## config.mk

```make
export PLATFORM = sky130hd
export DESIGN_NAME = morse_keyer
export DESIGN_NICKNAME = d
export VERILOG_FILES = /design/src/rtl/morse_keyer_pkg.sv /design/src/rtl/morse_keyer_debounce.sv /design/src/rtl/morse_keyer.sv
export SDC_FILE = /design/constraint.sdc
export NUM_CORES = 1
export LEC_CHECK = 0
export ABC_AREA = 1
export CORE_UTILIZATION = 45
export CTS_CLUSTER_DIAMETER = 100
export DETAILED_ROUTE_END_ITERATION = 8
export DONT_BUFFER_PORTS = 1
export GPL_TIMING_DRIVEN = 1
export PLACE_DENSITY = 0.7
export SYNTH_ARGS = -nofsm -noshare
export SYNTH_HDL_FRONTEND = slang
export SYNTH_HIERARCHICAL = 1
export SYNTH_SLANG_ARGS = --single-unit
export TNS_END_PERCENT = 20
```

## constraint.sdc

```tcl
create_clock -name clk -period 2.81 [get_ports clk]
set_input_delay 0.562 -clock clk [delete_from_list [all_inputs] [get_ports clk]]
set_output_delay 0.562 -clock clk [all_outputs]
set_load 0.05 [all_outputs]
```

## src/rtl/morse_keyer_pkg.sv

```systemverilog
// Shared constants for the Morse keyer: word width, symbol codes and FSM state encoding.
package morse_keyer_pkg;

    localparam int MORSE_W = 10;

    localparam int         DOT_LEN   = 2;
    localparam logic [1:0] DOT_CODE  = 2'b10;
    localparam int         DASH_LEN  = 3;
    localparam logic [2:0] DASH_CODE = 3'b110;

    // Symbols pre-placed at the MSB end so they can be shifted right into position
    localparam logic [MORSE_W-1:0] DOT_WORD  = {DOT_CODE, 8'b0};
    localparam logic [MORSE_W-1:0] DASH_WORD = {DASH_CODE, 7'b0};

    localparam logic [1:0] ST_IDLE  = 2'd0;
    localparam logic [1:0] ST_PRESS = 2'd1;
    localparam logic [1:0] ST_GAP   = 2'd2;
    localparam logic [1:0] ST_EMIT  = 2'd3;

    typedef enum logic [1:0] {
        IDLE  = ST_IDLE,
        PRESS = ST_PRESS,
        GAP   = ST_GAP,
        EMIT  = ST_EMIT
    } state_t;

endpackage

```

## src/rtl/morse_keyer_debounce.sv

```systemverilog
// Two-flop synchroniser followed by a debouncer that only follows the input after
// DEBOUNCE_CYCLES consecutive differing samples, giving equal delay on both edges.
module morse_debounce #(
    parameter int DEBOUNCE_CYCLES = 500000
) (
    input  logic clk,
    input  logic reset,
    input  logic din,
    output logic dout
);

    localparam int CW = $clog2(DEBOUNCE_CYCLES + 1);

    logic          sync_p0;
    logic          sync_p1;
    logic [CW-1:0] cnt;

    always_ff @(posedge clk or posedge reset) begin
        if (reset) begin
            sync_p0 <= 1'b0;
            sync_p1 <= 1'b0;
            dout    <= 1'b0;
            cnt     <= '0;
        end else begin
            sync_p0 <= din;
            sync_p1 <= sync_p0;
            if (sync_p1 == dout) begin
                cnt <= '0;
            end else if (cnt == CW'(DEBOUNCE_CYCLES - 1)) begin
                dout <= sync_p1;
                cnt  <= '0;
            end else begin
                cnt <= cnt + 1'b1;
            end
        end
    end

endmodule

```

## src/rtl/morse_keyer.sv

```systemverilog
// Hand-key to Morse word converter: classifies debounced presses as dot or dash and
// emits the left-justified letter with a one-cycle load strobe after a letter gap.
module morse_keyer
    import morse_keyer_pkg::*;
#(
    parameter int DEBOUNCE_CYCLES = 500000,
    parameter int UNIT_CYCLES     = 12500000,
    parameter int DASH_UNITS      = 2,
    parameter int GAP_UNITS       = 3
) (
    input  logic       clk,
    input  logic       reset,
    input  logic       key,
    output logic [9:0] morse,
    output logic       audioreg,
    output logic       overflow,
    output logic       busy
);

    localparam int DASH_T = DASH_UNITS * UNIT_CYCLES;
    localparam int GAP_T  = GAP_UNITS * UNIT_CYCLES;
    localparam int MAX_T  = (DASH_UNITS > GAP_UNITS ? DASH_UNITS : GAP_UNITS) * UNIT_CYCLES;
    localparam int CW     = $clog2(MAX_T + 1);

    function automatic logic [CW-1:0] sat_inc(input logic [CW-1:0] v, input logic [CW-1:0] lim);
        return (v >= lim) ? lim : v + 1'b1;
    endfunction

    state_t               state;
    logic                 key_db;
    logic [MORSE_W-1:0]   sr;
    logic [3:0]           len;
    logic [CW-1:0]        cnt;
    logic                 drop;
    logic                 is_dash;
    logic [MORSE_W-1:0]   sym_word;
    logic [3:0]           sym_len;
    logic                 fits;

    morse_debounce #(.DEBOUNCE_CYCLES(DEBOUNCE_CYCLES)) u_db (
        .clk   (clk),
        .reset (reset),
        .din   (key),
        .dout  (key_db)
    );

    // cnt starts at 0 on the first high cycle, so a press of N cycles leaves cnt at N-1
    always_comb begin
        is_dash  = (cnt >= CW'(DASH_T - 1));
        sym_word = is_dash ? DASH_WORD : DOT_WORD;
        sym_len  = is_dash ? 4'(DASH_LEN) : 4'(DOT_LEN);
        fits     = ({1'b0, len} + {1'b0, sym_len}) <= 5'(MORSE_W);
    end

    always_ff @(posedge clk or posedge reset) begin
        if (reset) begin
            state    <= IDLE;
            sr       <= '0;
            len      <= '0;
            cnt      <= '0;
            drop     <= 1'b0;
            morse    <= '0;
            audioreg <= 1'b0;
            overflow <= 1'b0;
            busy     <= 1'b0;
        end else begin
            audioreg <= 1'b0;
            case (state)
                IDLE: begin
                    if (key_db) begin
                        state <= PRESS;
                        busy  <= 1'b1;
                        cnt   <= '0;
                    end
                end
                PRESS: begin
                    if (!key_db) begin
                        if (fits) begin
                            sr  <= sr | (sym_word >> len);
                            len <= len + sym_len;
                        end else begin
                            drop <= 1'b1;
                        end
                        state <= GAP;
                        cnt   <= '0;
                    end else begin
                        cnt <= sat_inc(cnt, CW'(DASH_T));
                    end
                end
                GAP: begin
                    if (key_db) begin
                        state <= PRESS;
                        cnt   <= '0;
                    end else if (cnt == CW'(GAP_T - 1)) begin
                        // Outputs load on entry so the strobe and word coincide with EMIT
                        state    <= EMIT;
                        morse    <= sr;
                        overflow <= drop;
                        audioreg <= 1'b1;
                    end else begin
                        cnt <= sat_inc(cnt, CW'(MAX_T));
                    end
                end
                EMIT: begin
                    sr    <= '0;
                    len   <= '0;
                    cnt   <= '0;
                    drop  <= 1'b0;
                    busy  <= 1'b0;
                    state <= IDLE;
                end
            endcase
        end
    end

endmodule
```

==> impl_metrics.env, run 1 <==
export IMPL_outcome="finished, final reports clean"
export IMPL_post_route_period_util=0.9245
export IMPL_drt_total_wl_mm=11.07
export IMPL_rows=37
export IMPL_crit_path_max_fanout=14
export IMPL_syn_cell_area_um2=4797
export IMPL_cts_buffer_depth=2
export IMPL_route_detailed_drc=0
export IMPL_dr_wl_met3_um=483
export IMPL_port_buffers=0
export IMPL_drv_cap=0
export IMPL_regArea_um2=1952
export IMPL_startpoint_type="flip-flop"
export IMPL_ff2ff_path_depth=18
export IMPL_die_width_um=105.3
export IMPL_yosysUniqueCellTypes=37
export IMPL_timing_slew_headroom=0.3042
export IMPL_cts_tree="yes"
export IMPL_critPathTopFamily="simple AND/OR/NAND/NOR gates"
export IMPL_final_net_count=700
export IMPL_setup_viol=0
export IMPL_antenna_found_initial=0
export IMPL_drv_slew=0
export IMPL_crit_path_max_incr_delay_ns=0.41
export IMPL_drt_pre_antenna_iters=6
export IMPL_synth_cells=662
export IMPL_cts_reportedPaths_clkPinSlew_ns=0.08
export IMPL_via_per_inst=5.197
export IMPL_grtUsageTotal=0.2140
export IMPL_hold_path_class="input port to flip-flop"
export IMPL_required_ns=3.09
export IMPL_ys_seq_area_frac=0.4069
export IMPL_wl_met1_mm=4.990
export IMPL_top_layer="met4"
export IMPL_holdWs_ns=0.2158
export IMPL_ys_seq_elements=78
export IMPL_max_clock_freq_ghz=0.3849
export IMPL_overflow=0
export IMPL_cts_buffers=9
export IMPL_place_inst=802
export IMPL_period_needed_ns=2.598
export IMPL_r2r_end="sr[2]"
export IMPL_ir_worst_vdd_uv=276.0
export IMPL_antenna_left=0
export IMPL_root_buffer="clkbuf_8"
export IMPL_min_to="u_db/sync_p0"
export IMPL_cp_cell_sequence="ha_2 -> nand2_2 -> nor2_4 -> nand2_1 -> inv_1 -> a21oi_2 -> inv_1 -> ha_1 -> inv_2 -> ha_4 -> xor2_2 -> nand2_1 -> nand2_1 -> nand4_1 -> nand2_2 -> buf_6 -> nand2_1 -> o21ai_0"
export IMPL_clk_latency_ns=0.37
export IMPL_synth_area_leaders="dfrtp_1 (41%), nand2_1 (15%), inv_1 (6.4%)"
export IMPL_area_delta_synth_final_pct=10.82
export IMPL_coreArea_um2=10320
export IMPL_antennaDiodeCount=0
export IMPL_multiInputGateArea_um2=2497
export IMPL_place_area_um2=5005
export IMPL_tightest_slew_ns=1.042
export IMPL_finalClockSkew_ns=0.009691
export IMPL_holdPathStages=0
export IMPL_p_leak_nw=2.510
export IMPL_first_iter_violations=274
export IMPL_critPathSlowestCell="dfrtp_1"
export IMPL_finalNonFillerCells=827
export IMPL_drive_above_1_share=0.1433
export IMPL_ioPinCount=16
export IMPL_fp_dieH_um=105.3
export IMPL_wl_met2_mm=5.325
export IMPL_synth_top_area_share=0.4069
export IMPL_start_util=0.4647
export IMPL_crit_type="flip-flop to flip-flop"
export IMPL_cpMostUsedCell="nand2_1"
export IMPL_wl_per_cell_um=13.38
export IMPL_reg2reg_slack_ns=0.21
export IMPL_final_area_um2=5316
export IMPL_end_kind="flip-flop"
export IMPL_finalHoldViolations=0
export IMPL_worstPathArrival_ns=2.88
export IMPL_crit_buf_inv=4
export IMPL_r2r_start="cnt[0]"
export IMPL_fillers=977
export IMPL_grt_start_max_net_pins=49
export IMPL_ys_warn_count=6
export IMPL_num_vias=4298
export IMPL_hold_start="key"
export IMPL_htree_levels=3
export IMPL_syn_area_per_cell_um2=7.246
export IMPL_syn_nets=676
export IMPL_synth_area_leader_cell="dfrtp_1"
export IMPL_powerDensity_nw_per_um2=381.0
export IMPL_first_global_vias=4152
export IMPL_grt_pass1_wl_mm=18.93
export IMPL_dpl_hpwl_mm=8.009
export IMPL_place_congestion=0.9221
export IMPL_die_area_um2=11080
export IMPL_cts_sink_count=78
## layout make-up
class	instances	area share
flip-flops and latches	78	0.3671
repair buffers	21	0.03107
clock inverters	7	0.01389
multi-input cells	487	0.4698
well taps	136	0.03201
inverters	89	0.06284
clock buffers	9	0.02330
## synthesized netlist by cell type (all sizes together)
cell / number
xor2: 14
inv: 89
a21boi: 2
dfrtp: 78
or2: 2
a21oi: 21
nand3: 57
nor3b: 2
o21a: 1
nor2: 95
a22o: 1
buf: 5
nand4: 11
o21bai: 1
nor3: 11
o22ai: 1
nand2: 203
ha: 11
xnor2: 4
o21ai: 47
o211ai: 1
clkbuf: 3
nand3b: 2
## registers in the layout, indices dropped and copies added, names as in the netlist
register,cells
busy,1
morse,10
u_db/dout,1
u_db/sync_p0,1
len,4
state,2
cnt,26
audioreg,1
sr,10
u_db/cnt,19
overflow,1
u_db/sync_p1,1
drop,1
## worst max path at each step
stage	from	to	depth (start not counted)
floorplan	cnt[0]	len[3]	17
CTS	cnt[0]	sr[2]	18
finish	cnt[0]	sr[2]	18
detailed placement	cnt[0]	sr[8]	18
global route	cnt[0]	sr[5]	18
global placement	cnt[0]	sr[3]	17
## cell families after synthesis
logic type / synth area share
AND/OR/NAND/NOR: 0.3659
AO/OA/AOI/OAI: 0.08346
buffers and inverters: 0.08060
XOR/XNOR: 0.03443
flip-flops: 0.4069
adder cells (fa/ha/maj): 0.02869
## worst reg2reg max path: stages, from the launching register on
cell and delay [ns]:
dfrtp_1 0.41, ha_2 0.21, nand2_2 0.09, nor2_4 0.05, nand2_1 0.09, inv_1 0.10, a21oi_2 0.17, inv_1 0.06
ha_1 0.20, inv_2 0.09, ha_4 0.15, xor2_2 0.16, nand2_1 0.07, nand2_1 0.09, nand4_1 0.12, nand2_2 0.15
buf_6 0.16, nand2_1 0.06, o21ai_0 0.08
## routing by layer
layer / GRT usage / up-vias
met4: 0.09356 / 0
met1: 0.2655 / 2028
met3: 0.04391 / 26
li1: - / 2137
met5: 0 / -
met2: 0.3600 / 107
## metrics by stage
step | util | TNS (ns) | power, mW | worst slack, ns
2_1_floorplan | - | 0 | 1.180 | 0.3281
4_1_cts | 0.5043 | 0 | 2.056 | 0.03421
3_3_place_gp | 0.4848 | 0 | 1.190 | 0.1510
3_5_place_dp | 0.4848 | 0 | 1.192 | 0.01111
6_report | 0.5150 | 0 | 2.026 | 0.2120
5_1_grt | 0.5150 | -0.02823 | 2.105 | -0.01699
## repair_timing
| item | CTS | global route |
|---|---|---|
| endpoints found under the setup margin | 4 | 14 |
| gates resized for setup | 1 | 10 |
| hold buffers | 0 | 0 |
| gates cloned | 0 | 0 |
| setup buffers | 0 | 9 |
| pin swaps | 0 | 3 |
## report_power, final
part | internal (mW) | switching (mW) | leakage, nW
sequential | 1.13 | 0.00342 | 1.08
combinational | 0.00598 | 0.0316 | 1.33
clock | 0.413 | 0.445 | 0.0996
total | 1.55 | 0.480 | 2.51
## layout by cell type (no fill, tap or decap), types with 11 or more instances in the layout
cell type    n
dfrtp_1     78
nand2_2     16
nor3_1      11
nand4_1     11
a21oi_1     18
inv_1       80
nand3_1     52
nor2_1      75
nand2_1    185
xor2_1      12
buf_4       19
o21ai_0     38
nor2_4      11
(Power assumes the default switching activity.)
==> run 2: changes to the inputs <==
PLACE_DENSITY = 0.65   (was 0.7)
SETUP_SLACK_MARGIN = 0.5   (was default)
==> impl_metrics.env, run 2 (synthesis gave the netlist of run 1 again) <==
export IMPL_post_route_period_util=0.8766
export IMPL_place_congestion=0.9263
export IMPL_drt_pre_antenna_iters=5
export IMPL_die_area_um2=11080
export IMPL_crit_path_max_incr_delay_ns=0.40
export IMPL_rsz0062_at_grt="true"
export IMPL_reg_top3="cnt x26, u_db/cnt x19"
export IMPL_port_buffers=0
export IMPL_die_width_um=105.3
export IMPL_dpl_hpwl_mm=8.016
export IMPL_cts_sink_count=78
export IMPL_p_leak_nw=2.708
export IMPL_overflow=0
export IMPL_tightest_slew_ns=0.8500
export IMPL_final_setup_tns_ns=0
export IMPL_power_share_clock=0.453
export IMPL_end_kind="flip-flop"
export IMPL_final_area_um2=5710
export IMPL_utilization=0.5531
export IMPL_hold_path_class="input port to asynchronous set/reset pin"
export IMPL_period_needed_ns=2.463
export IMPL_cts_tree="yes"
export IMPL_place_inst=797
export IMPL_rows=37
export IMPL_grtUsageTotal=0.2256
export IMPL_seq_power_share=0.529
export IMPL_ir_worst_vdd_uv=229.7
export IMPL_coreArea_um2=10320
export IMPL_final_cell_mix="nand2_1 (177), dfrtp_1 (73), inv_1 (72)"
export IMPL_regMostFlops="cnt"
export IMPL_timing_slew_headroom=0.4327
export IMPL_final_net_count=726
export IMPL_first_global_vias=4227
export IMPL_power_total_mw=2.136
export IMPL_htree_levels=3
export IMPL_place_area_um2=5011
export IMPL_required_ns=3.09
export IMPL_root_buffer="clkbuf_8"
export IMPL_critPathSlowestCell="dfrtp_1"
export IMPL_p_int_mw=1.660
export IMPL_cts_reportedPaths_clkPinSlew_ns=0.08
export IMPL_startpoint_type="flip-flop"
export IMPL_route_detailed_drc=0
export IMPL_cts_buffers=9
export IMPL_num_vias=4365
export IMPL_ioPinCount=16
export IMPL_pre_cts_slack_ns=0.1203
export IMPL_drive_above_1_share=0.2315
export IMPL_grt_pass1_wl_mm=19.93
export IMPL_cpMostUsedCell="buf_4"
export IMPL_first_iter_violations=322
export IMPL_crit_path_max_fanout=26
export IMPL_worstPathArrival_ns=2.74
export IMPL_antennaDiodeCount=0
export IMPL_drt_total_wl_mm=11.74
export IMPL_combPwrFrac=0.018
export IMPL_switchingPower_uw=476.0
export IMPL_grt_start_max_net_pins=27
export IMPL_area_delta_synth_final_pct=19.04
export IMPL_clk_latency_ns=0.36
export IMPL_finalClockSkew_ns=0.006278
export IMPL_finalHoldViolations=0
export IMPL_finalNonFillerCells=853
export IMPL_sw_frac_of_total=0.2229
export IMPL_setup_ws_ns=0.3466
export IMPL_outcome="finished, final reports clean"
export IMPL_antenna_left=0
export IMPL_setup_viol=0
export IMPL_antenna_found_initial=0
export IMPL_holdWs_ns=0.08189
export IMPL_ctsHoldBuffers=0
export IMPL_largest_reg_flops=26
export IMPL_crit_type="flip-flop to flip-flop"
export IMPL_drv_cap=0
export IMPL_max_clock_freq_ghz=0.4059
export IMPL_cts_buffer_depth=2
export IMPL_cp_cell_sequence="buf_4 -> buf_4 -> nor3_1 -> nand3_1 -> nor2_4 -> nand3_4 -> nand2_4 -> buf_4 -> inv_2 -> a21oi_1"
export IMPL_mostFrequentLayoutCell="nand2_1"
export IMPL_via_per_inst=5.117
export IMPL_wl_per_cell_um=13.76
export IMPL_powerDensity_nw_per_um2=374.0
export IMPL_drv_slew=0
export IMPL_fp_dieH_um=105.3
export IMPL_start_util=0.4647
-- run 2: area by class of cell --
cell class                 count  area, um^2
tap                          136       170.2
sequential                    78        1958
clock inverter                 5       82.58
clock buffer                  11       141.4
inverter                      89       339.1
multi-input combinational    489        2678
fill                         921        4613
timing repair buffer          45       341.6
-- run 2: power groups by stage --
stage	combinational [mW]	clock (mW)	sequential (mW)
3_5_place_dp	0.0414	0	1.15
3_3_place_gp	0.0397	0	1.15
4_1_cts	0.0414	0.977	1.13
5_1_grt	0.0460	1.04	1.13
2_1_floorplan	0.0285	0	1.15
6_report	0.0392	0.967	1.13
-- run 2: final timing paths --
| kind | start | endpoint | slack, ns | cells past startpoint |
|---|---|---|---|---|
| setup / recovery | cnt[22] | cnt[15] | 0.35 | 10 |
| hold / removal | reset | cnt[15] | 0.08 | 1 |
| setup reg to reg | cnt[22] | cnt[15] | 0.35 | 10 |
| hold reg to reg | u_db/sync_p0 | u_db/sync_p1 | 0.36 | 0 |
| max in group asynchronous | reset | u_db/cnt[3] | 2.03 | 1 |
| min in group clk | key | u_db/sync_p0 | 0.23 | 0 |
-- run 2: repair_timing --
item                       4_1_cts  5_1_grt
setup endpoints to repair       15       40
buffers inserted                26       12
gates cloned                     2        0
pin swaps                        8       13
resized for setup               23       27
-- run 2: worst max-delay path: cells and delay by family, from the launching register on --
family,cells,cell delay [ns]
and+or+nand+nor,5,1.18
buffers and inverters,4,0.60
DFF,1,0.40
AOI/OAI and AO/OA,1,0.19
-- run 2: metal layers --
metal	track usage	part of all wire	vias to the layer above	wire, um
li1	-	-	2199	-
met1	0.3080	0.47	2052	5536
met2	0.3609	0.47	99	5496
met3	0.02845	0.044	15	511
met4	0.09557	0.017	0	195
met5	0	0	-	0
